--- config.mk ---
export PLATFORM = sky130hd
export DESIGN_NAME = issue_arbiter_flat
export DESIGN_NICKNAME = d
export VERILOG_FILES = /design/src/rtl/issue_arbiter_pkg.sv /design/src/rtl/issue_arbiter_if.sv /design/src/rtl/issue_arbiter_rr_pick.sv /design/src/rtl/issue_arbiter.sv /design/src/flat_wrapper.sv
export SDC_FILE = /design/constraint.sdc
export NUM_CORES = 1
export LEC_CHECK = 0
export BUFFER_PORTS_ARGS = -buffer_cell sky130_fd_sc_hd__buf_4
export CORE_UTILIZATION = 30
export DETAILED_ROUTE_END_ITERATION = 12
export PLACE_DENSITY = 0.69
export SETUP_SLACK_MARGIN = 0.1
export SLEW_MARGIN = 40
export SYNTH_ARGS = -nofsm -noshare
export SYNTH_HDL_FRONTEND = slang
export SYNTH_SLANG_ARGS = --single-unit
export TNS_END_PERCENT = 1
--- constraint.sdc ---
create_clock -name clk -period 1.7 [get_ports clk]
set_input_delay 0.34 -clock clk [delete_from_list [all_inputs] [get_ports clk]]
set_output_delay 0.34 -clock clk [all_outputs]
set_load 0.05 [all_outputs]
--- src/rtl/issue_arbiter_pkg.sv ---
// -----------------------------------------------------------------------------
// issue_arbiter_pkg
// Shared constants for the issue-stage arbiter and the issue-buffer modules
// that feed it.
//   DefDataWidth : default issue-entry instruction width
//   DefPorts     : default number of issue-buffer requesters
//   DefSrcW      : default source-index width, clog2(DefPorts)
//   StallMax     : saturation value of the backpressure counter
// -----------------------------------------------------------------------------
package issue_arbiter_pkg;

  localparam int unsigned DefDataWidth = 47;
  localparam int unsigned DefPorts     = 3;
  localparam int unsigned DefSrcW      = 2;
  localparam int unsigned StallW       = 16;

  localparam logic [StallW-1:0] StallMax = 16'hFFFF;

  typedef logic [StallW-1:0] stall_cnt_t;

endpackage : issue_arbiter_pkg

--- src/rtl/issue_arbiter_if.sv ---
// -----------------------------------------------------------------------------
// issue_arbiter_if
// Bundles the requester side (issue-buffer heads) and the functional-unit side
// of the issue arbiter.
//   req_data  : PORTS*DATA_WIDTH head instructions, port i at [i*DATA_WIDTH +: DATA_WIDTH]
//   req_valid : per-port valid from each issue buffer
//   req_ready : per-port accept back to each issue buffer
//   out_data  : registered instruction to the functional unit
//   out_valid : output-register valid
//   out_ready : functional-unit accept
//   out_src   : port index that out_data came from
// Modports:
//   master : environment (issue buffers + functional unit) driving the arbiter
//   slave  : the arbiter itself
// -----------------------------------------------------------------------------
interface issue_arbiter_if
  import issue_arbiter_pkg::*;
#(
  parameter int unsigned DATA_WIDTH = DefDataWidth,
  parameter int unsigned PORTS      = DefPorts,
  parameter int unsigned SRC_W      = DefSrcW
) ();

  logic [PORTS*DATA_WIDTH-1:0] req_data;
  logic [PORTS-1:0]            req_valid;
  logic [PORTS-1:0]            req_ready;
  logic [DATA_WIDTH-1:0]       out_data;
  logic                        out_valid;
  logic                        out_ready;
  logic [SRC_W-1:0]            out_src;

  modport master (
    output req_data,
    output req_valid,
    input  req_ready,
    input  out_data,
    input  out_valid,
    output out_ready,
    input  out_src
  );

  modport slave (
    input  req_data,
    input  req_valid,
    output req_ready,
    output out_data,
    output out_valid,
    input  out_ready,
    output out_src
  );

endinterface : issue_arbiter_if

--- src/rtl/issue_arbiter_rr_pick.sv ---
// -----------------------------------------------------------------------------
// issue_arbiter_rr_pick  (the rr_pick rotating-priority selector)
// Purely combinational. Picks the first valid port scanning upward from the
// base pointer and wrapping from PORTS-1 back to 0.
//   i_valid     : per-port valid vector
//   i_base      : round-robin base pointer; values >= PORTS are treated as 0
//   o_grant     : one-hot grant (all zeros when nothing is valid)
//   o_grant_idx : index of the granted port (0 when nothing is valid)
//   o_any_valid : at least one port is valid
// -----------------------------------------------------------------------------
module issue_arbiter_rr_pick
  import issue_arbiter_pkg::*;
#(
  parameter int unsigned PORTS = DefPorts,
  parameter int unsigned SRC_W = DefSrcW
) (
  input  logic [PORTS-1:0] i_valid,
  input  logic [SRC_W-1:0] i_base,
  output logic [PORTS-1:0] o_grant,
  output logic [SRC_W-1:0] o_grant_idx,
  output logic             o_any_valid
);

  int unsigned      w_base;
  logic [PORTS-1:0] w_upper_mask;
  logic [PORTS-1:0] w_upper;
  logic [PORTS-1:0] w_cand;
  logic             w_found;

  // Out-of-range pointers cannot occur in normal operation; fold them to 0.
  always_comb begin
    w_base = 32'(i_base);
    if (w_base >= PORTS) begin
      w_base = 0;
    end
  end

  // Ports at or above the base get first pick; if none of them is valid the
  // scan has wrapped, so the lowest valid port overall wins.
  always_comb begin
    w_upper_mask = '0;
    for (int unsigned p = 0; p < PORTS; p++) begin
      w_upper_mask[p] = (p >= w_base);
    end
  end

  assign w_upper     = i_valid & w_upper_mask;
  assign w_cand      = (|w_upper) ? w_upper : i_valid;
  assign o_any_valid = |i_valid;

  // Lowest set bit of the candidate vector.
  always_comb begin
    o_grant     = '0;
    o_grant_idx = '0;
    w_found     = 1'b0;
    for (int unsigned p = 0; p < PORTS; p++) begin
      if (w_cand[p] && !w_found) begin
        o_grant[p]  = 1'b1;
        o_grant_idx = SRC_W'(p);
        w_found     = 1'b1;
      end
    end
  end

endmodule : issue_arbiter_rr_pick

--- src/rtl/issue_arbiter.sv ---
// -----------------------------------------------------------------------------
// issue_arbiter
// Round-robin arbiter merging PORTS issue-buffer heads into one registered
// functional-unit slot. One output register, one-cycle latency, full
// throughput while the functional unit keeps accepting.
// Ports:
//   clk         : clock, rising-edge
//   rst         : synchronous active-high reset
//   flush       : pipeline flush; empties the output slot, blocks new grants
//   bus         : issue_arbiter_if.slave (requests in, instruction out)
//   stall_count : saturating count of cycles with out_valid=1 and out_ready=0
// -----------------------------------------------------------------------------
module issue_arbiter
  import issue_arbiter_pkg::*;
#(
  parameter int unsigned DATA_WIDTH = DefDataWidth,
  parameter int unsigned PORTS      = DefPorts,
  parameter int unsigned SRC_W      = DefSrcW
) (
  input  logic                clk,
  input  logic                rst,
  input  logic                flush,
  issue_arbiter_if.slave      bus,
  output logic [StallW-1:0]   stall_count
);

  logic [DATA_WIDTH-1:0] r_out_data;
  logic [SRC_W-1:0]      r_out_src;
  logic                  r_out_valid;
  logic [SRC_W-1:0]      r_rr_ptr;
  stall_cnt_t            r_stall_count;

  logic                  w_load_en;
  logic [PORTS-1:0]      w_grant;
  logic [SRC_W-1:0]      w_grant_idx;
  logic                  w_any_valid;
  logic [SRC_W-1:0]      w_next_ptr;
  logic [DATA_WIDTH-1:0] w_sel_data;
  logic                  w_stalled;

  // The slot can take a new entry when it is empty or being drained, unless a
  // flush is killing this cycle's traffic.
  assign w_load_en = (!r_out_valid || bus.out_ready) && !flush;

  issue_arbiter_rr_pick #(
    .PORTS (PORTS),
    .SRC_W (SRC_W)
  ) u_rr_pick (
    .i_valid     (bus.req_valid),
    .i_base      (r_rr_ptr),
    .o_grant     (w_grant),
    .o_grant_idx (w_grant_idx),
    .o_any_valid (w_any_valid)
  );

  // Grant is already all zeros when nothing is valid.
  assign bus.req_ready = (rst || !w_load_en) ? '0 : w_grant;

  // AND-OR mux over the one-hot grant.
  always_comb begin
    w_sel_data = '0;
    for (int unsigned i = 0; i < PORTS; i++) begin
      w_sel_data = w_sel_data
                 | ({DATA_WIDTH{w_grant[i]}} & bus.req_data[i*DATA_WIDTH +: DATA_WIDTH]);
    end
  end

  assign w_next_ptr = (w_grant_idx == SRC_W'(PORTS - 1)) ? '0 : w_grant_idx + SRC_W'(1);

  assign w_stalled = r_out_valid && !bus.out_ready;

  // Output slot and round-robin pointer.
  always_ff @(posedge clk) begin
    if (rst) begin
      r_out_data  <= '0;
      r_out_src   <= '0;
      r_out_valid <= 1'b0;
      r_rr_ptr    <= '0;
    end else if (flush) begin
      r_out_valid <= 1'b0;
    end else if (w_load_en) begin
      if (w_any_valid) begin
        r_out_data  <= w_sel_data;
        r_out_src   <= w_grant_idx;
        r_out_valid <= 1'b1;
        r_rr_ptr    <= w_next_ptr;
      end else begin
        r_out_valid <= 1'b0;
      end
    end
  end

  // Backpressure counter; independent of flush.
  always_ff @(posedge clk) begin
    if (rst) begin
      r_stall_count <= '0;
    end else if (w_stalled && (r_stall_count != StallMax)) begin
      r_stall_count <= r_stall_count + 16'd1;
    end
  end

  assign bus.out_data  = r_out_data;
  assign bus.out_src   = r_out_src;
  assign bus.out_valid = r_out_valid;
  assign stall_count   = r_stall_count;

endmodule : issue_arbiter

--- src/flat_wrapper.sv ---
// flat-port wrapper written by rule: the top's interface ports become plain ports
module issue_arbiter_flat import issue_arbiter_pkg::*;
#(
  parameter int unsigned DATA_WIDTH = DefDataWidth,
  parameter int unsigned PORTS      = DefPorts,
  parameter int unsigned SRC_W      = DefSrcW
)
  (clk, rst, flush, stall_count, bus_req_data, bus_req_valid, bus_req_ready, bus_out_data, bus_out_valid, bus_out_ready, bus_out_src);
  issue_arbiter_if #(.DATA_WIDTH(DATA_WIDTH), .PORTS(PORTS), .SRC_W(SRC_W)) bus_i ();
  input  logic clk;
  input  logic rst;
  input  logic flush;
  output logic [StallW-1:0] stall_count;
  input wire logic [$bits(bus_i.req_data)-1:0] bus_req_data;
  input wire logic [$bits(bus_i.req_valid)-1:0] bus_req_valid;
  output wire logic [$bits(bus_i.req_ready)-1:0] bus_req_ready;
  output wire logic [$bits(bus_i.out_data)-1:0] bus_out_data;
  output wire logic [$bits(bus_i.out_valid)-1:0] bus_out_valid;
  input wire logic [$bits(bus_i.out_ready)-1:0] bus_out_ready;
  output wire logic [$bits(bus_i.out_src)-1:0] bus_out_src;
  assign bus_i.req_data = bus_req_data;
  assign bus_i.req_valid = bus_req_valid;
  assign bus_req_ready = bus_i.req_ready;
  assign bus_out_data = bus_i.out_data;
  assign bus_out_valid = bus_i.out_valid;
  assign bus_i.out_ready = bus_out_ready;
  assign bus_out_src = bus_i.out_src;
  issue_arbiter #(.DATA_WIDTH(DATA_WIDTH), .PORTS(PORTS), .SRC_W(SRC_W)) u_core (.clk(clk), .rst(rst), .flush(flush), .bus(bus_i), .stall_count(stall_count));
endmodule
==> reports/results.ini, run 1 <==
[setup_path]
worstSetupPathType = flip-flop to primary output
r2r_end = u_core.bus.out_data[14]
required_ns = 1.36
cp-endpoint = bus_req_ready[1]
r2r_setup_slack_ns = -0.20
reg2reg_depth = 8
cp_max_fo = 4
crit_path_start = u_core.bus.out_src[0]
end_kind = primary output
timing.rr.start = u_core.bus.out_src[0]
crit_arrival_ns = 1.71
start_kind = flip-flop

[run_status]
violations = setup timing
status = finished with violations

[run]
max-cap-violations = 0

[logic_synthesis]
synth_edf_count = 0
synth_flop_cell = dfxtp_1
synth_area_mm2 = 0.003423
ys_warn_count = 0
yosysTopAreaCellShare_pct = 39.18
synth_area_leader_cell = dfxtp_1
synth_most_common_cell = dfxtp_1
synth.ff_latch_count = 67
synth_common_cells = dfxtp_1 (67), nand3_1 (51), a221o_1 (47)
synth_area_leaders = dfxtp_1 (39%), a221o_1 (14%), o2bb2ai_1 (12%)
netlist-cell-type-count = 44
async_flop_share_pct = 0
synthCells = 363
synth_seq_area_share_pct = 39.18
synth_area_per_cell_um2 = 9.431
syn_nets = 514

[power]
finalPower_uw = 5063
powerDensity_mw_per_mm2 = 851.0
p_leak_uw = 0.002599
ir_worst_vdd_mv = 0.4492

[finish]
final_net_count = 740
stdcell_count = 734
drive_gt1_share_pct = 55.39
syn2layout_area_growth_pct = 73.79
antennaDiodeCount = 0
fillCellCount = 1006

[timing]
fmax_mhz = 487.9
drv_slew = 0
slew_headroom_pct = 72.10
setup_tns_ns = -9.340
finalHoldViolCount = 0
fin_skew_ns = 0.005262
min_period_over_period_pct = 120.6
whs_ns = 0.2125
fin_crit_ns = 2.050
setup_ws_ns = -0.3496
rsz0062_at_grt = yes
setup_viol = 50
worst_pin_slew_ns = 0.4184

[detailed_routing]
drtAntennaViolNets = 0
drc_errors = 0
drt-pass1-iter-count = 4
num_vias = 3987
totalWireLength_mm = 12.94
dr.first_iter.drc_count = 169
wl_per_cell_um = 17.63
routed_via_density = 5.432

[clock_network]
clkTransAtPathRegs_ns = 0.06
cts.htree.levels = 3
hold_buffers = 0
clock-sinks = 67
cts_buffer_depth = 2
cts_buffers = 9
clk_latency_ns = 0.32
cts_root_buffer = clkbuf_16
cts_tree = yes

[floorplanning]
die_x_um = 108.8
core-area_mm2 = 0.01098
die_h_um = 108.8
num_io_pins = 217
num_rows = 38
die_area_mm2 = 0.01184
start_util_pct = 31.17

[hold_path]
hold_class = input port to flip-flop

[global_routing]
grt_pass1_wl_mm = 19.69
gr-total-overflow = 0
grt_max_degree = 37
antenna_found_initial = 0
grt_pass1_vias = 4034
track_usage_pct = 21.29

[placed_design]
gp_congestion = 0.8614
dp_slack_ns = -0.1291
portBuffers = 216
dp.final_hpwl_mm = 9.382
post-place-cells = 714

[worst max-delay path, cell delays in order, from the launching register on]
cell	delay [ns]
dfxtp_4	0.37
inv_2	0.05
ha_4	0.23
o21a_1	0.19
a211o_1	0.27
nor2_4	0.12
buf_8	0.16
[worst min-delay path by stage]
stage	startpoint	end	slack, ns	cells past startpoint
2_1_floorplan	flush	u_core.bus.out_valid	0.41	1
3_3_place_gp	u_core.stall_count[8]	u_core.stall_count[8]	0.47	2
3_5_place_dp	u_core.stall_count[8]	u_core.stall_count[8]	0.48	2
4_1_cts	flush	u_core.bus.out_valid	0.20	2
5_1_grt	flush	u_core.bus.out_valid	0.21	2
6_report	flush	u_core.bus.out_valid	0.21	2
[cell usage in the layout, fill, tap and decap left out, types with 3 or more instances in the layout]
master,instances
clkbuf_16,9
dfxtp_1,52
or3_1,4
nor2_4,3
a21oi_2,5
a221o_1,47
nand3_1,45
nand3_2,6
nand4_1,5
buf_4,237
dfxtp_2,12
mux2_2,6
o31ai_1,4
nor2b_1,8
nand2_1,10
ha_4,3
buf_6,6
buf_12,9
dfxtp_4,3
nor2_1,10
o2bb2ai_1,45
inv_1,4
a21oi_1,11
[per-layer routing]
metal / share of wire [%] / global-route usage, % / up-vias
li1: - / - / 1905
met1: 41 / 24.92 / 1927
met2: 51 / 37.75 / 139
met3: 5.9 / 5.081 / 16
met4: 1.5 / 7.336 / 0
met5: 0 / 0 / -
[cell families after synthesis]
| kind of cell | synth area share (%) |
|---|---|
| muxes | 2.595 |
| adders and majority gates | 1.097 |
| buffers and inverters | 6.981 |
| AOI/OAI and AO/OA | 32.24 |
| DFF | 39.18 |
| and+or+nand+nor | 17.91 |
[per-stage QoR]
step | instance area, µm² | utilization, %
global route | 5949 | 54.17
CTS | 5879 | 53.53
floorplan | 3510 | -
global placement | 5414 | 49.29
detailed placement | 5414 | 49.29
finish | 5949 | 54.17
[registers in the layout, indices dropped and copies added (netlist names)]
name                  flops
u_core.r_rr_ptr           1
u_core.bus.out_src        2
u_core.bus.out_data      47
u_core.bus.out_valid      1
u_core.stall_count       16
[timing repair]
item                       4_1_cts  5_1_grt
pin swaps                       20       46
setup buffers                    3        1
setup endpoints to repair       55       60
gates resized for setup         32       17
[final cells by class]
type	count	area [µm²]	area share, %
clock inverter	5	60.06	1.009
multi-input combinational	251	2014	33.86
tap	140	175.2	2.944
clock buffer	11	252.7	4.248
inverter	6	22.52	0.3785
sequential	67	1368	22.99
timing repair buffer	254	2057	34.57
[power by group]
part	switching (µW)	total [µW]	internal, µW
registers	73.0	1760	1680
logic	764	1370	606
clock network	717	1940	1220
Power figures use the tool's default switching activity.
==> run 2: changes to the inputs <==
PLACE_DENSITY = 0.67   (was 0.69)
RECOVER_POWER = 25   (was unset)
clock period = 2.45 ns   (was 1.7 ns; I/O delays follow)
==> run 2 against run 1 <==
  * The run now ends clean
  * Critical path type unchanged
  * First-iteration DRC count grew 32%
  * Highest routed layer unchanged
  * Sequential power shrank 31%
  * Sequential cell count is the same
==> reports/results.ini, run 2 (synthesized netlist as in run 1, its figures left out) <==
[setup_path]
worstSetupPathType = flip-flop to primary output
cp_cell_sequence = inv_1, ha_4, or3b_4, nand2_1, nor2_2, buf_4
cp_max_fo = 4  ; unchanged
cp_num_buf_inv = 2  ; unchanged
slowest_stage = or3b_4
timing.rr.start = u_core.bus.out_src[0]
end_kind = primary output
reg2reg_depth = 8  ; unchanged
r2r_end = u_core.bus.out_data[46]
cp_top_family = simple AND/OR/NAND/NOR gates
r2r_setup_slack_ns = 0.34  ; +0.54 ns
required_ns = 1.96  ; +0.60 ns
start_kind = flip-flop
crit_arrival_ns = 1.83  ; +0.12 ns
slowest_delay_ns = 0.43  ; +0.06 ns

[floorplanning]
num_io_pins = 217  ; unchanged
core-area_mm2 = 0.01098  ; unchanged
die_x_um = 108.8  ; unchanged
die_h_um = 108.8  ; unchanged
die_area_mm2 = 0.01184  ; unchanged
num_rows = 38  ; unchanged
start_util_pct = 31.17  ; unchanged

[power]
p_comb_share_pct = 25.4  ; -1.7 points
powerDensity_mw_per_mm2 = 625.4  ; -27%
swShare_pct = 30.67  ; about the same
p_int_uw = 2320  ; -34%
ir_worst_vdd_mv = 0.2719  ; -39%
switchingPower_uw = 1027  ; -34%
p_seq_share_pct = 36.4  ; +1.7 points
p_clk_share_pct = 38.3  ; about the same
p_leak_uw = 0.002276  ; -12%

[clock_network]
cts_buffers = 9  ; unchanged
clk_latency_ns = 0.34  ; +0.02 ns
clkTransAtPathRegs_ns = 0.05  ; about the same
cts_buffer_depth = 2  ; unchanged
cts_tree = yes
hold_buffers = 0  ; unchanged
cts.htree.levels = 3  ; unchanged
cts_root_buffer = clkbuf_16
clock-sinks = 67  ; unchanged

[detailed_routing]
dr.first_iter.drc_count = 223  ; +32%
routed_via_density = 5.520  ; +1.6%
wl_per_cell_um = 17.35  ; -1.6%
drtAntennaViolNets = 0  ; unchanged
totalWireLength_mm = 12.25  ; -5.3%
drt-pass1-iter-count = 4  ; unchanged
num_vias = 3897  ; -2.3%
drc_errors = 0  ; unchanged

[timing]
finalHoldViolCount = 0  ; unchanged
drv_slew = 0  ; unchanged
fmax_mhz = 430.2
min_period_over_period_pct = 94.87
fin_skew_ns = 0.004115  ; -0.001148 ns
setup_viol = 0  ; -100%
slew_headroom_pct = 57.40  ; -15 points
fin_crit_ns = 2.324
rsz0062_at_grt = yes
setup_tns_ns = 0  ; +9.340 ns
worst_pin_slew_ns = 0.6418  ; +0.2234 ns

[global_routing]
grt_max_degree = 49  ; +32%
grt_pass1_vias = 3816  ; -5.4%
grt_pass1_wl_mm = 18.85  ; -4.2%
track_usage_pct = 20.68  ; -0.61 points
antenna_found_initial = 0  ; unchanged
gr-total-overflow = 0  ; unchanged

[finish]
design_area_mm2 = 0.005351  ; -10%
antennaDiodeCount = 0  ; unchanged
final_common_cell = buf_4
syn2layout_area_growth_pct = 56.32
largest_reg_flops = 47  ; unchanged
fillCellCount = 1067  ; +6.1%
multi_input_area_mm2 = 0.001899  ; -5.7%
regArea_mm2 = 0.001343  ; -1.8%
final_net_count = 713  ; -3.6%
drive_gt1_share_pct = 40.46  ; -15 points
layout_common_cells = buf_4 (191), dfxtp_1 (66), nand3_1 (51)

[run]
max-cap-violations = 0  ; unchanged

[placed_design]
gp_congestion = 0.8445  ; -2.0%
dp.final_hpwl_mm = 8.612  ; -8.2%
portBuffers = 216  ; unchanged
placed_area_mm2 = 0.005140  ; -5.1%

[hold_path]
hold_class = input port to flip-flop
worstHoldStart = rst
whs_endpoint = u_core.bus.out_src[0]
holdPathStages = 2  ; unchanged

[run_status]
status = finished, final reports clean

run 2: cell count changes in the layout (fill, tap and decap cells not counted), moves of 6 or more:
cell      change
buf_12        -7
dfxtp_1      +14
buf_6         -6
buf_4        -46
dfxtp_2      -11
clkbuf_1     +33
nand3_1       +6
run 2: power groups by stage:
| stage | Combinational [µW] | Sequential [µW] | Clock, µW |
|---|---|---|---|
| after global placement | 872 | 1240 | 0 |
| after floorplan | 251 | 1490 | 0 |
| after detailed placement | 885 | 1240 | 0 |
| after CTS | 894 | 1220 | 1310 |
| after global routing | 893 | 1230 | 1350 |
| final | 849 | 1220 | 1280 |
run 2: worst register-to-register path, stage by stage (launching register included):
cell and delay, ns:
dfxtp_2 0.36, inv_1 0.08, ha_4 0.26, o21a_1 0.18, a211o_1 0.31, nor2_4 0.15
buf_4 0.13, buf_4 0.36, a221o_1 0.23
run 2: worst max-delay path by stage:
stage | cells after the start | end | slack, ns | start
after floorplan | 6 | bus_req_ready[2] | 0.19 | u_core.bus.out_src[0]
after global placement | 5 | u_core.bus.out_data[45] | 0.27 | bus_out_ready
after detailed placement | 7 | u_core.bus.out_data[45] | 0.24 | u_core.bus.out_src[0]
after CTS | 6 | bus_req_ready[1] | 0.11 | u_core.r_rr_ptr[0]
after global routing | 6 | bus_req_ready[0] | 0.08 | u_core.bus.out_src[0]
final | 6 | bus_req_ready[0] | 0.13 | u_core.bus.out_src[0]
run 2: through the flow:
stage | setup slack (ns) | hold WS [ns] | util [%] | power, µW | instances
floorplan | 0.1934 | 0.4667 | - | 1742 | 363
global placement | 0.2728 | 0.4779 | 46.73 | 2110 | 690
detailed placement | 0.2361 | 0.4938 | 46.80 | 2120 | 690
CTS | 0.1106 | 0.3575 | 49.81 | 3420 | 706
global route | 0.07900 | 0.3676 | 48.72 | 3471 | 706
finish | 0.1258 | 0.3644 | 48.72 | 3347 | 706
run 2: area by class of cell:
type	count	share of cell area [%]
inverter	6	0.4209
clock buffer	14	5.495
multi-input combinational	251	35.49
clock inverter	1	0.09352
timing repair buffer	227	30.14
tap	140	3.273
sequential	67	25.09
run 2: repair_timing:
| action | in CTS | in global routing |
|---|---|---|
| resized for setup | 5 | 2 |
| setup endpoints to repair | 3 | 3 |
| setup buffers | 1 | 0 |
| pin swaps | 1 | 0 |
run 2: layer usage:
metal	vias to the layer above	wire [µm]	part of all wire [%]	GRT usage, %
li1	1840	-	-	-
met1	1852	4981	41	23.30
met2	173	6008	49	35.62
met3	32	781	6.4	4.662
met4	0	479	3.9	12.16
met5	-	0	0	0
==> run 3: changes to the inputs <==
PLACE_DENSITY = 0.69   (was 0.67)
clock period = 2 ns   (was 2.45 ns; I/O delays follow)
==> run 3 against run 2 <==
  * The run now ends with setup timing left
  * Routed wire length increased by 3.6%
  * Critical path depth is the same
  * Hold slack worse by 0.079 ns
  * Combinational power grew 28%
  * Final area grew 5.0%
  * Global-route usage increased by 0.67 points
  * Sequential cell count stayed put
  * Sequential share of layout area is 1.2 points lower
  * Largest cell class unchanged
==> reports/results.ini, run 3 (synthesized netlist as in run 1, its figures left out) <==
[hold_path]
hold_class = input port to flip-flop
holdPathStages = 2  ; unchanged
whs_endpoint = u_core.bus.out_valid
worstHoldStart = flush

[setup_path]
worstSetupPathType = flip-flop to primary output
crit_path_start = u_core.bus.out_src[0]
r2r_end = u_core.bus.out_data[6]
cp_max_fo = 4  ; unchanged
end_kind = primary output
required_ns = 1.60  ; -0.36 ns
reg2reg_depth = 8  ; unchanged
r2r_setup_slack_ns = 0.03  ; -0.31 ns
crit_arrival_ns = 1.69  ; -0.14 ns
start_kind = flip-flop
timing.rr.start = u_core.bus.out_src[0]

[timing]
worst_pin_slew_ns = 0.6365  ; -0.005317 ns
setup_ws_ns = -0.08953  ; -0.2153 ns
slew_headroom_pct = 57.75  ; +0.35 points
finalHoldViolCount = 0  ; unchanged
fin_skew_ns = 0.007769  ; +0.003655 ns
setup_viol = 3  ; +3
fmax_mhz = 478.6
min_period_over_period_pct = 104.5
rsz0062_at_grt = yes
fin_crit_ns = 2.090
drv_slew = 0  ; unchanged

[detailed_routing]
routed_via_density = 5.437  ; -1.5%
drtAntennaViolNets = 0  ; unchanged
totalWireLength_mm = 12.69  ; +3.6%
dr.first_iter.drc_count = 197  ; -12%
drt-pass1-iter-count = 4  ; unchanged
drc_errors = 0  ; unchanged
num_vias = 3942  ; +1.2%
wl_per_cell_um = 17.50  ; +0.88%

[clock_network]
cts_root_buffer = clkbuf_16
cts_buffers = 9  ; unchanged
clock-sinks = 67  ; unchanged
hold_buffers = 0  ; unchanged
cts_buffer_depth = 2  ; unchanged
cts_tree = yes
clk_latency_ns = 0.33  ; about the same
clkTransAtPathRegs_ns = 0.05  ; about the same
cts.htree.levels = 3  ; unchanged

[global_routing]
grt_pass1_wl_mm = 19.65  ; +4.2%
gr-total-overflow = 0  ; unchanged
grt_max_degree = 35  ; -29%
antenna_found_initial = 0  ; unchanged
track_usage_pct = 21.35  ; +0.67 points
grt_pass1_vias = 3961  ; +3.8%

[floorplanning]
die_x_um = 108.8  ; unchanged
num_io_pins = 217  ; unchanged
start_util_pct = 31.17  ; unchanged
die_h_um = 108.8  ; unchanged
num_rows = 38  ; unchanged
core-area_mm2 = 0.01098  ; unchanged
die_area_mm2 = 0.01184  ; unchanged

[run]
max-cap-violations = 0  ; unchanged

[power]
p_leak_uw = 0.002410  ; +5.9%
ir_worst_vdd_mv = 0.5466  ; +100%
powerDensity_mw_per_mm2 = 774.0  ; +24%

[placed_design]
portBuffers = 216  ; unchanged
dp.final_hpwl_mm = 9.306  ; +8.1%
gp_congestion = 0.8423  ; -0.26%
dp_slack_ns = -0.05755  ; -0.2937 ns
placed_area_mm2 = 0.005275  ; +2.6%

[run_status]
violations = setup timing
status = finished with violations

[finish]
syn2layout_area_growth_pct = 64.11
layout_common_cells = buf_4 (208), dfxtp_1 (65), nand3_1 (50)
final_common_cell = buf_4
antennaDiodeCount = 0  ; unchanged
largest_reg_flops = 47  ; unchanged
final_net_count = 731  ; +2.5%
drive_gt1_share_pct = 44.62  ; +4.2 points
design_area_mm2 = 0.005618  ; +5.0%

==> run 3: changes by cell type in the layout (fill, tap and decap cells not counted), sizes merged <==
cell      delta
buf         +24
clkbuf       -9
clkinv       -1
inv          +1
clkinvlp     +2
bufinv       +2
==> run 3: final cells by class <==
class	count	area, µm²
clock inverter	5	83.83
timing repair buffer	245	1827
fill	1010	5365
clock buffer	11	252.7
tap	140	175.2
sequential	67	1344
inverter	6	22.52
multi-input combinational	251	1913
==> run 3: worst max-delay path by stage <==
stage,to,slack [ns],depth (start not counted)
after global placement,u_core.bus.out_data[1],-0.007,7
after CTS,bus_req_ready[1],-0.14,6
after global routing,bus_req_ready[1],-0.14,6
after detailed placement,u_core.bus.out_data[38],-0.06,7
final,bus_req_ready[1],-0.09,6
after floorplan,bus_req_ready[0],-0.05,6
==> run 3: what timing repair did <==
action | in CTS | in global routing
resized for setup | 16 | 4
setup endpoints to repair | 50 | 57
setup buffers | 4 | 1
pin swaps | 7 | 2
==> run 3: critical path, cell delays in order, from the launching register on <==
cell     delay (ns)
dfxtp_2        0.33
buf_6          0.12
ha_4           0.16
nor2b_2        0.16
a211o_1        0.31
nor2_4         0.14
buf_8          0.16
==> run 3: stage by stage <==
step           total power, µW  instances  hold WS, ns  util (%)  setup TNS (ns)
2_1_floorplan             2134        363       0.4667         -        -0.08789
3_3_place_gp              2617        704       0.4742     48.03       -0.009007
3_5_place_dp              2632        704       0.4939     48.03          -1.502
4_1_cts                   4438        724       0.2734     51.89         -0.2934
5_1_grt                   4527        725       0.2798     51.15         -0.5554
6_report                  4348        725       0.2853     51.15         -0.2150
==> run 3: per-layer routing <==
layer,part of all wire [%],GRT usage (%),routed length [µm]
met2,49,35.49,6212
met4,2.7,8.880,345
met1,42,26.49,5293
met3,6.6,4.842,839
met5,0,0,0
==> run 3: report_power, final <==
part / total [µW] / internal, µW / switching (µW)
sequential: 1490 / 1430 / 60.2
combinational: 1090 / 455 / 637
clock: 1760 / 1160 / 601
total: 4350 / 3050 / 1300
